--- config.mk ---
export PLATFORM = sky130hd
export DESIGN_NAME = tlp_buffer
export DESIGN_NICKNAME = d
export VERILOG_FILES = /design/src/rtl/tlp_pkg.sv /design/src/rtl/tlp_fifo.sv /design/src/rtl/tlp_buffer.sv
export SDC_FILE = /design/constraint.sdc
export NUM_CORES = 1
export LEC_CHECK = 0
export ABC_CLOCK_PERIOD_IN_PS = 9290
export BUFFER_PORTS_ARGS = -buffer_cell sky130_fd_sc_hd__buf_2
export CORE_ASPECT_RATIO = 1.1
export CORE_MARGIN = 10
export CORE_UTILIZATION = 56
export CTS_CLUSTER_SIZE = 30
export DETAILED_ROUTE_END_ITERATION = 7
export HOLD_SLACK_MARGIN = 0.03
export PLACE_DENSITY_LB_ADDON = 0.05
export SKIP_CTS_REPAIR_TIMING = 1
export SLEW_MARGIN = 25
export SYNTH_ARGS = -nofsm -noshare
export SYNTH_HDL_FRONTEND = slang
export SYNTH_SLANG_ARGS = --single-unit
export TNS_END_PERCENT = 100
--- constraint.sdc ---
create_clock -name clk -period 9.29 [get_ports clk]
set_input_delay 2.787 -clock clk [delete_from_list [all_inputs] [get_ports clk]]
set_output_delay 2.787 -clock clk [all_outputs]
set_load 0.01 [all_outputs]
--- src/rtl/tlp_pkg.sv ---
// Shared word layout, field positions and request-FSM state encoding for the TLP buffer.
package tlp_pkg;

    localparam int TLP_WORD_W = 35;
    localparam int MW_BIT     = 34;
    localparam int LINK_HI    = 33;
    localparam int LINK_LO    = 32;
    localparam int DATA_HI    = 31;
    localparam int TLP_CNT_W  = 7;

    typedef enum logic [1:0] {
        IDLE = 2'd0,
        REQ  = 2'd1,
        WAIT = 2'd2
    } req_state_e;

endpackage

--- src/rtl/tlp_fifo.sv ---
// Synchronous FIFO with combinational head read and occupancy count output.
module tlp_fifo
    import tlp_pkg::*;
#(
    parameter  int WIDTH = TLP_WORD_W,
    parameter  int DEPTH = 16,
    localparam int AW    = $clog2(DEPTH),
    localparam int CW    = AW + 1
) (
    input  logic             clk,
    input  logic             rst_n,
    input  logic             push_i,
    input  logic [WIDTH-1:0] wdata_i,
    input  logic             pop_i,
    output logic [WIDTH-1:0] head_o,
    output logic             empty_o,
    output logic             full_o,
    output logic [CW-1:0]    count_o
);

    logic [WIDTH-1:0] mem_q [DEPTH];
    logic [AW-1:0]    wr_ptr_q;
    logic [AW-1:0]    rd_ptr_q;
    logic [CW-1:0]    count_q;
    logic             do_push;
    logic             do_pop;

    assign empty_o = (count_q == '0);
    assign full_o  = (count_q == CW'(DEPTH));
    assign do_push = push_i && !full_o;
    assign do_pop  = pop_i && !empty_o;

    // Pointers are exactly AW bits, so they wrap modulo DEPTH on their own.
    always_ff @(posedge clk or negedge rst_n) begin
        if (!rst_n) begin
            wr_ptr_q <= '0;
            rd_ptr_q <= '0;
            count_q  <= '0;
        end else begin
            if (do_push) wr_ptr_q <= wr_ptr_q + 1'b1;
            if (do_pop)  rd_ptr_q <= rd_ptr_q + 1'b1;
            case ({do_push, do_pop})
                2'b10:   count_q <= count_q + 1'b1;
                2'b01:   count_q <= count_q - 1'b1;
                default: count_q <= count_q;
            endcase
        end
    end

    always_ff @(posedge clk) begin
        if (do_push) mem_q[wr_ptr_q] <= wdata_i;
    end

    assign head_o  = mem_q[rd_ptr_q];
    assign count_o = count_q;

endmodule

--- src/rtl/tlp_buffer.sv ---
// Requests single words from the upstream link router, buffers them and streams TLPs downstream.
//   state | meaning
//   IDLE  | no request outstanding; issue one when the FIFO has room
//   REQ   | buffer_ready pulse cycle; a word may already arrive here
//   WAIT  | waiting up to WAIT_MAX cycles for the requested word
module tlp_buffer
    import tlp_pkg::*;
#(
    parameter int DEPTH    = 16,
    parameter int WAIT_MAX = 4
) (
    input  logic                        clk,
    input  logic                        reset,
    input  logic [TLP_WORD_W-1:0]       data_in,
    output logic                        buffer_ready,
    output logic [DATA_HI:0]            out_data,
    output logic [LINK_HI-LINK_LO:0]    out_link,
    output logic                        out_last,
    output logic                        out_valid,
    input  logic                        out_ready,
    output logic [TLP_CNT_W-1:0]        tlp_count,
    output logic                        err_unsolicited,
    output logic                        err_link
);

    localparam int CW  = $clog2(DEPTH) + 1;
    localparam int WCW = (WAIT_MAX > 1) ? $clog2(WAIT_MAX) : 1;
    localparam logic [CW-1:0]  DEPTH_C   = CW'(DEPTH);
    localparam logic [WCW-1:0] WAIT_LAST = WCW'(WAIT_MAX - 1);

    req_state_e                  state_q, state_d;
    logic [WCW-1:0]              wcnt_q, wcnt_d;
    logic                        started_q;
    logic                        buffer_ready_q;
    logic [TLP_CNT_W-1:0]        tlp_cnt_q;
    logic                        at_start_q;
    logic [LINK_HI-LINK_LO:0]    link_q;
    logic                        err_unsol_q;
    logic                        err_link_q;

    logic                        word_present;
    logic                        push;
    logic                        pop;
    logic                        unsol;
    logic [TLP_WORD_W-1:0]       fifo_head;
    logic                        fifo_empty;
    logic                        fifo_full;
    logic [CW-1:0]               fifo_count;
    logic                        head_last;
    logic                        tc_inc;
    logic                        tc_dec;

    assign word_present = |data_in;

    always_comb begin
        state_d = state_q;
        wcnt_d  = wcnt_q;
        push    = 1'b0;
        unsol   = 1'b0;
        case (state_q)
            IDLE: begin
                unsol = word_present;
                if (started_q && (fifo_count < DEPTH_C)) state_d = REQ;
            end
            REQ: begin
                if (word_present) begin
                    push    = 1'b1;
                    state_d = IDLE;
                end else begin
                    state_d = WAIT;
                    wcnt_d  = '0;
                end
            end
            WAIT: begin
                if (word_present) begin
                    push    = 1'b1;
                    state_d = IDLE;
                end else if (wcnt_q == WAIT_LAST) begin
                    state_d = IDLE;
                end else begin
                    wcnt_d = wcnt_q + 1'b1;
                end
            end
            default: state_d = IDLE;
        endcase
    end

    // started_q holds off the first request until the second edge after reset release.
    always_ff @(posedge clk or negedge reset) begin
        if (!reset) begin
            state_q        <= IDLE;
            wcnt_q         <= '0;
            started_q      <= 1'b0;
            buffer_ready_q <= 1'b0;
        end else begin
            state_q        <= state_d;
            wcnt_q         <= wcnt_d;
            started_q      <= 1'b1;
            buffer_ready_q <= (state_d == REQ);
        end
    end

    tlp_fifo #(
        .WIDTH (TLP_WORD_W),
        .DEPTH (DEPTH)
    ) u_fifo (
        .clk     (clk),
        .rst_n   (reset),
        .push_i  (push),
        .wdata_i (data_in),
        .pop_i   (pop),
        .head_o  (fifo_head),
        .empty_o (fifo_empty),
        .full_o  (fifo_full),
        .count_o (fifo_count)
    );

    assign out_valid = !fifo_empty;
    assign head_last = !fifo_head[MW_BIT];
    assign pop       = out_valid && out_ready;
    assign out_data  = out_valid ? fifo_head[DATA_HI:0]         : '0;
    assign out_link  = out_valid ? fifo_head[LINK_HI:LINK_LO]   : '0;
    assign out_last  = out_valid && head_last;

    assign tc_inc = push && !data_in[MW_BIT];
    assign tc_dec = pop && head_last;

    always_ff @(posedge clk or negedge reset) begin
        if (!reset) begin
            tlp_cnt_q   <= '0;
            at_start_q  <= 1'b1;
            link_q      <= '0;
            err_unsol_q <= 1'b0;
            err_link_q  <= 1'b0;
        end else begin
            case ({tc_inc, tc_dec})
                2'b10:   tlp_cnt_q <= tlp_cnt_q + 1'b1;
                2'b01:   tlp_cnt_q <= tlp_cnt_q - 1'b1;
                default: tlp_cnt_q <= tlp_cnt_q;
            endcase
            if (unsol) err_unsol_q <= 1'b1;
            // A mismatching word is still stored; only the flag records the fault.
            if (push) begin
                if (at_start_q) begin
                    link_q <= data_in[LINK_HI:LINK_LO];
                end else if (data_in[LINK_HI:LINK_LO] != link_q) begin
                    err_link_q <= 1'b1;
                end
                at_start_q <= !data_in[MW_BIT];
            end
        end
    end

    assign buffer_ready    = buffer_ready_q;
    assign tlp_count       = tlp_cnt_q;
    assign err_unsolicited = err_unsol_q;
    assign err_link        = err_link_q;

    a_no_full_write: assert property (@(posedge clk) disable iff (!reset) !(push && fifo_full));

endmodule

==> metrics, run 1 <==
Flop pwr share between 40% and 50%; Seq/Total Area, Yosys about three quarters; cell-internal power 5710 uW; Post-Synthesis Net Count 1130; Worst Path Max Fanout 61; buffers from clock root to sink, at most 3; count of final max-slew check failures 0; count of state elements after synthesis 591; proportion of total power due to net switching around 30%; Worst Hold Class reg -> reg; Antenna Violating Nets Remaining 0; net count of the finished layout roughly 1200; final clock skew 26.7 ps; overall via count from detail_route 10880; Tmin final 6160 ps; total negative slack for setup checks 0 ps; result of the run complete, no violations; count of placed standard cells including taps around 1700; Power Density 310 nW/um^2; overall overflow remaining after global route 0; Post-Route WL 48.4 mm; Main synth FF type sky130_fd_sc_hd__edfxtp_1; violation count after the first detailed-routing iteration 898; Starting Density 56.5%; largest vdd supply drop 0.219 mV; pin count of the biggest net entering global routing 62; combinational cell fraction of total power 28.6%; combined area of all synthesized cells around 23000 um^2; Setup Crit Path Kind reg -> out; relative slew slack 32.1%; DR pass1 iterations 5; share of final-layout standard cells stronger than drive strength 1 just under 30%; actual slew at the worst max-slew pin 1020 ps; DRC errors left 0; Yosys warnings 0; Min-Delay Startpoint err_unsolicited$_DFFE_PN0P_; number of antenna violations at the first check in global routing 4; launch point of the worst path u_fifo.rd_ptr_q[1]$_DFFE_PN0P_; worst reg2reg startpoint u_fifo.rd_ptr_q[0]$_DFFE_PN0P_; gate count of the mapped netlist about 1100; non-filler cells in the finished layout ~1800; synthesized area per cell 21.6 um^2; quantity of I/O buffers inserted on ports 83; CTS tree yes; Leakage Power about 0.0087 uW; number of distinct library cell variants in the gate-level netlist after synthesis 50; crit path DAT ~3400 ps; Clock power frac 29.2%; sort of element at the end of the critical path output pin; post-route worst hold slack between 400 and 500 ps; clock-pin slew of the registers on the worst-case setup and hold paths 60 ps; cts bufs inserted between 50 and 60; routed vias/inst 6.06; die height between 200 and 250 um; endpoints failing hold 0; GP Congestion 0.767; unrepaired setup endpoints after global routing false; global-route wire length before repair 72.4 mm; final setup violation count 0; combined global-route utilization of all metal layers 19.5%; total of fill cells in the finished design 2835; highest clock rate 162 MHz; Worst-Skew Late Latency 620 ps; switching power summed over all nets 2430 uW; number of enable-type register cells in the synthesized netlist 560; routed wire length per instance roughly 27 um; Post-synth ARST share 5.25%; full die area 50000 um^2; synthesis-to-finish area growth 13.0%; max-cap violations 0; post-layout total power 8130 uW; top-level port count 84; maximum level of the CTS H-tree 2; period utilization 66.3%; Final Core Density a little under two thirds; half-perimeter wire length after detailed placement 25.9 mm; area inside the core boundary between 40000 and 50000 um^2; Crit path required time approximately 6500 ps; cell chosen for the clock root sky130_fd_sc_hd__clkbuf_16; TritonCTS Sinks 591; vias in the first global route 11297; Chip Width 214 um; Cell Rows 78; Worst Setup Start Kind register
-- power by group through the flow --
stage | logic [uW] | clock network (uW) | registers (uW)
after floorplan | 1790 | 0 | 3330
after global placement | 2320 | 0 | 3510
after detailed placement | 2340 | 0 | 3520
after CTS | 2340 | 2410 | 3470
after global routing | 2530 | 2530 | 3460
final | 2330 | 2370 | 3430
-- registers in the layout (all words and copies together), names as in the netlist --
register / cells
at_start_q: 1
buffer_ready: 1
err_link: 1
err_unsolicited: 1
link_q: 2
started_q: 1
state_q: 2
tlp_count: 7
u_fifo.count_o: 5
u_fifo.mem_q: 560
u_fifo.rd_ptr_q: 4
u_fifo.wr_ptr_q: 4
wcnt_q: 2
-- kinds of logic (layout without fill, tap and decap cells) --
family / count (synthesis) / after routing / synth area share [%]
simple gates: 87 / 87 / 2.10
xor+xnor: 21 / 21 / 0.792
mux: 213 / 213 / 16.8
buf+inv: 72 / 232 / 1.51
fa+ha+maj: 18 / 18 / 1.00
other cells: 1 / 3 / 0.0162
compound gates: 71 / 71 / 1.98
flops: 591 / 591 / 75.8
-- path summary, 6_finish.rpt --
kind / cells past startpoint / to / slack (ps)
hold reg to reg: 1 / err_unsolicited$_DFFE_PN0P_ / 470
setup / recovery: 5 / out_data[9] / 3130
min in group asynchronous: 1 / tlp_count[4]$_DFFE_PN0P_ / 2240
max in group asynchronous: 1 / u_fifo.rd_ptr_q[3]$_DFFE_PN0P_ / 6490
setup reg to reg: 11 / tlp_count[6]$_DFFE_PN0P_ / 5260
hold / removal: 1 / err_unsolicited$_DFFE_PN0P_ / 470
-- through the flow --
step                      worst slack [ps]  area [um^2]
after global placement                2740        24300
after CTS                             2750        26200
final                                 3130        26200
after global routing                  2980        26200
after floorplan                       2820        23200
after detailed placement              3060        24300
-- worst max-delay path, cell delays in order, from the launching register on --
cell and delay (ps):
sky130_fd_sc_hd__dfrtp_4 1050, sky130_fd_sc_hd__buf_4 700, sky130_fd_sc_hd__mux4_2 420, sky130_fd_sc_hd__mux2i_1 230, sky130_fd_sc_hd__o22ai_1 130, sky130_fd_sc_hd__buf_2 190
-- layout make-up --
| type | count | area [um^2] | share of cell area [%] |
|---|---|---|---|
| diodes | 2 | 5.00 | 0.0191 |
| clock buffers | 72 | 1530 | 5.81 |
| clock inverters | 37 | 408 | 1.56 |
| inverters | 16 | 60.1 | 0.229 |
| multi-input cells | 411 | 5310 | 20.2 |
| flip-flops and latches | 591 | 17600 | 67.1 |
| well taps | 560 | 701 | 2.67 |
| repair buffers | 107 | 621 | 2.37 |
-- synthesized netlist by cell type, drive strengths merged (6+ instances only) --
cell | count | area (um^2)
edfxtp | 560 | 16800
mux4 | 141 | 3180
mux2i | 69 | 691
buf | 43 | 243
o22ai | 34 | 213
dfrtp | 30 | 751
nand2 | 21 | 78.8
and3 | 17 | 106
ha | 17 | 213
inv | 16 | 60.1
o21ai | 15 | 75.1
clkbuf | 13 | 48.8
nor2 | 13 | 56.3
xor2 | 12 | 105
a21oi | 9 | 45.0
xnor2 | 9 | 78.8
nor4 | 7 | 43.8
nor2b | 6 | 37.5
-- placed cells by master (no fill, tap or decap), types with 2 or more instances in the layout --
cell type / instances
sky130_fd_sc_hd__o21ai_0: 15
sky130_fd_sc_hd__xnor2_1: 9
sky130_fd_sc_hd__a21oi_1: 9
sky130_fd_sc_hd__nor3_1: 4
sky130_fd_sc_hd__bufinv_16: 9
sky130_fd_sc_hd__nand4_1: 2
sky130_fd_sc_hd__edfxtp_1: 560
sky130_fd_sc_hd__mux2_2: 3
sky130_fd_sc_hd__o22ai_1: 34
sky130_fd_sc_hd__nand3_1: 4
sky130_fd_sc_hd__mux4_2: 141
sky130_fd_sc_hd__dfrtp_1: 27
sky130_fd_sc_hd__and2_1: 2
sky130_fd_sc_hd__clkinvlp_4: 4
sky130_fd_sc_hd__buf_12: 2
sky130_fd_sc_hd__a22o_1: 2
sky130_fd_sc_hd__clkinv_2: 10
sky130_fd_sc_hd__and3_1: 2
sky130_fd_sc_hd__buf_2: 83
sky130_fd_sc_hd__or4_4: 2
sky130_fd_sc_hd__diode_2: 2
sky130_fd_sc_hd__nor4_1: 6
sky130_fd_sc_hd__nand2_1: 20
sky130_fd_sc_hd__nor2_1: 12
sky130_fd_sc_hd__inv_1: 16
sky130_fd_sc_hd__buf_4: 22
sky130_fd_sc_hd__mux2i_1: 69
sky130_fd_sc_hd__clkbuf_1: 13
sky130_fd_sc_hd__ha_1: 17
sky130_fd_sc_hd__o21bai_1: 2
sky130_fd_sc_hd__dfrtp_4: 3
sky130_fd_sc_hd__clkbuf_16: 59
sky130_fd_sc_hd__xor2_1: 12
sky130_fd_sc_hd__nor2b_1: 6
sky130_fd_sc_hd__and3_2: 15
sky130_fd_sc_hd__clkinv_1: 13
-- per-layer routing --
metal	GRT usage, %	part of all wire, %	vias up
met5	0	0.052	-
met4	5.92	2.0	4
met3	3.66	6.4	75
met2	31.5	49	350
met1	27.0	42	5755
li1	-	-	4696
(Power assumes the default switching activity.)
==> run 2: changes to the inputs <==
--- a/config.mk
+++ b/config.mk
@@ -5,11 +5,11 @@
 export SDC_FILE = /design/constraint.sdc
 export NUM_CORES = 1
 export LEC_CHECK = 0
-export ABC_CLOCK_PERIOD_IN_PS = 9290
+export ABC_CLOCK_PERIOD_IN_PS = 5000
 export BUFFER_PORTS_ARGS = -buffer_cell sky130_fd_sc_hd__buf_2
 export CORE_ASPECT_RATIO = 1.1
 export CORE_MARGIN = 10
-export CORE_UTILIZATION = 56
+export CORE_UTILIZATION = 55
 export CTS_CLUSTER_SIZE = 30
 export DETAILED_ROUTE_END_ITERATION = 7
 export HOLD_SLACK_MARGIN = 0.03
==> constraint.sdc (replaced) <==
create_clock -name clk -period 5 [get_ports clk]
set_input_delay 1.5 -clock clk [delete_from_list [all_inputs] [get_ports clk]]
set_output_delay 1.5 -clock clk [all_outputs]
set_load 0.01 [all_outputs]
==> run 2 against run 1 <==
Routed wire length increased by 3.7%. Die area increased by 1.7%. Flip-flop and latch count unchanged. Critical path type unchanged. Largest cell class unchanged. Largest power group unchanged.
==> metrics, run 2 (synthesis gave the netlist of run 1 again) <==
Buf+Inv Stages, Crit Path 3; cts bufs inserted 57; Tmin final 4390 ps; synthesis-to-finish area growth 14.1%; maximum level of the CTS H-tree 2; count of final max-slew check failures 0; net count of the finished layout 1257; unrepaired setup endpoints after global routing false; routed vias/inst 6.09; ant diodes 0; Worst Setup Start Kind register; Worst Path Max Fanout 21; relative slew slack between 50% and 60%; overall via count from detail_route 10997; top-level port count 84; most common cell after layout, fill and taps aside sky130_fd_sc_hd__edfxtp_1; Final Core Density 63.9%; CP top delay family simple AND/OR/NAND/NOR gates; Post-DP Area 24700 um^2; max-cap violations 0; die height 235 um; routed wire length per instance 27.8 um; slowest cell on the critical path sky130_fd_sc_hd__or4_1; Worst-Skew Late Latency 610 ps; clock-pin slew of the registers on the worst-case setup and hold paths approximately 60 ps; vias in the first global route 11613; quantity of I/O buffers inserted on ports 83; Power Density 570 nW/um^2; GP Congestion roughly 0.74; result of the run complete, no violations; combined global-route utilization of all metal layers 20.0%; Crit path required time 3500 ps; largest vdd supply drop ~0.37 mV; Chip Width 216 um; number of antenna violations at the first check in global routing 1; maximum cell stage delay along the critical path 580 ps; pin count of the biggest net entering global routing 56; TritonCTS Sinks 591; Cell Rows 78; Worst Hold Class reg -> reg; CTS tree yes; number of flip-flops under the largest register name 560; DR pass1 iterations 5; period utilization 87.8%; highest clock rate 228 MHz; area inside the core boundary 41500 um^2; total negative slack for setup checks 0 ps; sort of element at the end of the critical path output pin; depth of the worst register-to-register path 10; register with the most flip-flops u_fifo.mem_q; final setup violation count 0; DRC errors left 0; cell chosen for the clock root sky130_fd_sc_hd__clkbuf_16; Antenna Violating Nets Remaining 0; final clock skew 14.3 ps; Post-Route WL 50.2 mm; post-route worst hold slack around 470 ps; endpoints failing hold 0; share of final-layout standard cells stronger than drive strength 1 30.2%; Setup Crit Path Kind reg -> out; crit path DAT 2890 ps; Leakage Power 0.00879 uW; Worst path depth 7; half-perimeter wire length after detailed placement 26.9 mm; global-route wire length before repair 75.3 mm; actual slew at the worst max-slew pin 707 ps; Starting Density 56.0%; overall overflow remaining after global route 0; buffers from clock root to sink, at most 3; cell breakdown of the critical path or4_1, nor2_1, inv_1, nand2b_2, buf_4, o22ai_1, buf_2; violation count after the first detailed-routing iteration 839; commonest cells after routing, fill and taps aside sky130_fd_sc_hd__edfxtp_1, sky130_fd_sc_hd__mux4_2, sky130_fd_sc_hd__buf_2, sky130_fd_sc_hd__mux2i_1, sky130_fd_sc_hd__clkbuf_16; full die area 50800 um^2; Final Instance Area 26500 um^2; Min-Delay Path Depth 1
-- run 2: worst paths after layout --
kind | from | endpoint | slack (ps)
min in group asynchronous | reset | tlp_count[6]$_DFFE_PN0P_ | 930
max reg2reg | u_fifo.rd_ptr_q[0]$_DFFE_PN0P_ | tlp_count[6]$_DFFE_PN0P_ | 1460
max in group asynchronous | reset | u_fifo.rd_ptr_q[3]$_DFFE_PN0P_ | 3540
min reg2reg | err_unsolicited$_DFFE_PN0P_ | err_unsolicited$_DFFE_PN0P_ | 470
min | err_unsolicited$_DFFE_PN0P_ | err_unsolicited$_DFFE_PN0P_ | 470
max | u_fifo.count_o[1]$_DFFE_PN0P_ | out_data[28] | 610
-- run 2: per-stage QoR --
stage,setup WS (ps),total power (uW),cells
detailed placement,449,11100,1702
global route,484,15800,1806
global placement,449,11100,1702
CTS,535,15300,1806
finish,609,15100,1806
floorplan,827,9510,1074
-- run 2: metal layers --
metal	vias to the layer above	global-route usage (%)	part of all wire, %
li1	4737	-	-
met1	5867	26.9	41
met2	323	33.4	51
met3	68	3.20	5.5
met4	2	5.72	2.0
met5	-	0	0.026
-- run 2: worst register-to-register path: stages (launching register included) --
cell,delay [ps]
sky130_fd_sc_hd__dfrtp_4,790
sky130_fd_sc_hd__mux4_2,590
sky130_fd_sc_hd__mux4_2,500
sky130_fd_sc_hd__nor2_1,210
sky130_fd_sc_hd__ha_1,220
sky130_fd_sc_hd__xor2_1,150
sky130_fd_sc_hd__ha_1,260
sky130_fd_sc_hd__nor4b_1,330
sky130_fd_sc_hd__o21bai_1,100
sky130_fd_sc_hd__a21oi_1,160
sky130_fd_sc_hd__xor2_1,150
-- run 2: area by class of cell --
cell class,count,area (um^2)
Multi-Input combinational cell,411,5300
Inverter,16,60.1
Clock buffer,76,1530
Tap cell,560,701
Clock inverter,28,298
Sequential cell,591,17600
Fill cell,2821,15000
Timing Repair Buffer,124,998
-- run 2: power breakdown --
part,switching (uW),internal (uW),leakage (uW)
combinational,2380,2180,0.00250
clock,1750,2450,0.000887
sequential,397,5940,0.00541
total,4530,10600,0.00879
==> run 3: changes to the inputs <==
--- a/config.mk
+++ b/config.mk
@@ -9,7 +9,8 @@
 export BUFFER_PORTS_ARGS = -buffer_cell sky130_fd_sc_hd__buf_2
 export CORE_ASPECT_RATIO = 1.1
 export CORE_MARGIN = 10
-export CORE_UTILIZATION = 55
+export CORE_UTILIZATION = 56
+export CTS_BUF_LIST = sky130_fd_sc_hd__clkbuf_4 sky130_fd_sc_hd__clkbuf_8
 export CTS_CLUSTER_SIZE = 30
 export DETAILED_ROUTE_END_ITERATION = 7
 export HOLD_SLACK_MARGIN = 0.03
==> run 3 against run 2 <==
Non-clock buffer count is 3 higher. Cell area decreased by 0.55%. Sequential share of layout area is 0.37 points higher. Flip-flop and latch count is the same. Sequential power fell by 0.8%. Worst setup slack lost 350 ps. Clock skew is 7.4 ps higher. Clock power down 10%. Via count rose by 0.33%. Fmax decreased by 7.3%. Critical path type unchanged. Largest power group unchanged.
==> metrics, run 3 (synthesis gave the netlist of run 1 again) <==
result of the run complete, no violations; Final Instance Area 26300 um^2; buffers from clock root to sink, at most 3; global-route wire length before repair 74.4 mm; register with the most flip-flops u_fifo.mem_q; cell chosen for the clock root sky130_fd_sc_hd__clkbuf_8; final clock skew 21.7 ps; synthesis-to-finish area growth 13.5%; endpoints failing hold 0; DRC errors left 0; violation count after the first detailed-routing iteration roughly 770; number of flip-flops under the largest register name 560; quantity of I/O buffers inserted on ports 83; Post-Route WL roughly 50 mm; actual slew at the worst max-slew pin ~900 ps; Worst Hold Class reg -> reg; total negative slack for setup checks 0 ps; CTS tree yes; routed vias/inst 5.92; share of final-layout standard cells stronger than drive strength 1 33.7%; DR pass1 iterations 5; max-cap violations 0; overall via count from detail_route roughly 11000; most common cell after layout, fill and taps aside sky130_fd_sc_hd__edfxtp_1; cell breakdown of the critical path or4_1, nor2_1, inv_1, nand2_2, buf_4, o22ai_1, buf_2; Power Density 556 nW/um^2; period utilization approximately 95%; Antenna Violating Nets Remaining 0; area inside the core boundary 41100 um^2; Worst-Skew Late Latency 650 ps; commonest cells after routing, fill and taps aside sky130_fd_sc_hd__edfxtp_1, sky130_fd_sc_hd__mux4_2, sky130_fd_sc_hd__clkbuf_8, sky130_fd_sc_hd__buf_2, sky130_fd_sc_hd__mux2i_1; Cell Rows 78; highest clock rate 211 MHz; count of final max-slew check failures 0; Worst Setup Start Kind register; Setup Crit Path Kind reg -> out; final setup violation count 0; sort of element at the end of the critical path output pin; Post-DP Area ~25000 um^2; pin count of the biggest net entering global routing 57; relative slew slack 39.6%; full die area 50000 um^2; Crit path required time 3500 ps; number of antenna violations at the first check in global routing 1; maximum level of the CTS H-tree 3; clock-pin slew of the registers on the worst-case setup and hold paths 60 ps; maximum cell stage delay along the critical path just under 700 ps; largest vdd supply drop ~0.56 mV; Tmin final 4740 ps; Final Core Density 64.1%; Leakage Power 0.00881 uW; Starting Density 56.5%; overall overflow remaining after global route 0; half-perimeter wire length after detailed placement 27.3 mm; crit path DAT 3240 ps; die height 234 um; cts bufs inserted 91; Chip Width 214 um; net count of the finished layout 1294; combined global-route utilization of all metal layers 20.1%; slowest cell on the critical path sky130_fd_sc_hd__nand2_2; vias in the first global route roughly 12000; unrepaired setup endpoints after global routing false; Worst Path Max Fanout 23; routed wire length per instance around 27 um; GP Congestion 0.725; top-level port count 84; TritonCTS Sinks 591
run 3: report_power, final:
| part | internal (uW) | switching [uW] | total (uW) | leakage, uW |
|---|---|---|---|---|
| Sequential | 5940 | 346 | 6290 | 0.00541 |
| Clock | 2020 | 1760 | 3780 | 0.000902 |
| Combinational | 2150 | 2430 | 4580 | 0.00250 |
| Total | 10100 | 4530 | 14600 | 0.00881 |
run 3: worst paths after layout:
| check | to | cells after the start | startpoint | slack (ps) |
|---|---|---|---|---|
| worst max register to register | tlp_count[6]$_DFFE_PN0P_ | 10 | u_fifo.rd_ptr_q[0]$_DFFE_PN0P_ | 1450 |
| min in group asynchronous | tlp_count[6]$_DFFE_PN0P_ | 1 | reset | 910 |
| worst min register to register | err_unsolicited$_DFFE_PN0P_ | 1 | err_unsolicited$_DFFE_PN0P_ | 470 |
| max in group asynchronous | u_fifo.rd_ptr_q[3]$_DFFE_PN0P_ | 1 | reset | 3570 |
| worst min-delay path | err_unsolicited$_DFFE_PN0P_ | 1 | err_unsolicited$_DFFE_PN0P_ | 470 |
| worst max-delay path | out_data[15] | 7 | u_fifo.count_o[1]$_DFFE_PN0P_ | 260 |
run 3: through the flow:
step	total power [uW]	cells	hold slack [ps]	worst slack (ps)
after global placement	11000	1705	450	438
after CTS	14800	1862	464	132
after global routing	15400	1862	506	91.7
after detailed placement	11100	1705	449	403
after floorplan	9510	1074	463	827
final	14600	1863	468	262
run 3: critical path: cells and delay by family (launching register included):
family / cells / cell delay, ps
simple gates: 3 / 1460
buf+inv: 3 / 620
flops: 1 / 420
compound gates: 1 / 80
run 3: layer usage:
layer / track usage [%] / vias to the layer above / share of wire (%)
met5: 0 / - / 0.014
met4: 6.25 / 2 / 1.6
met3: 4.28 / 54 / 6.0
met2: 33.0 / 348 / 50
met1: 26.8 / 5820 / 42
li1: - / 4809 / -
run 3: layout make-up:
type	count	area, um^2
Clock buffer	126	1530
Fill cell	2821	14700
Tap cell	560	701
Inverter	16	60.1
Timing Repair Buffer	127	983
Sequential cell	591	17600
Antenna cell	1	2.50
Clock inverter	31	160
Multi-Input combinational cell	411	5300
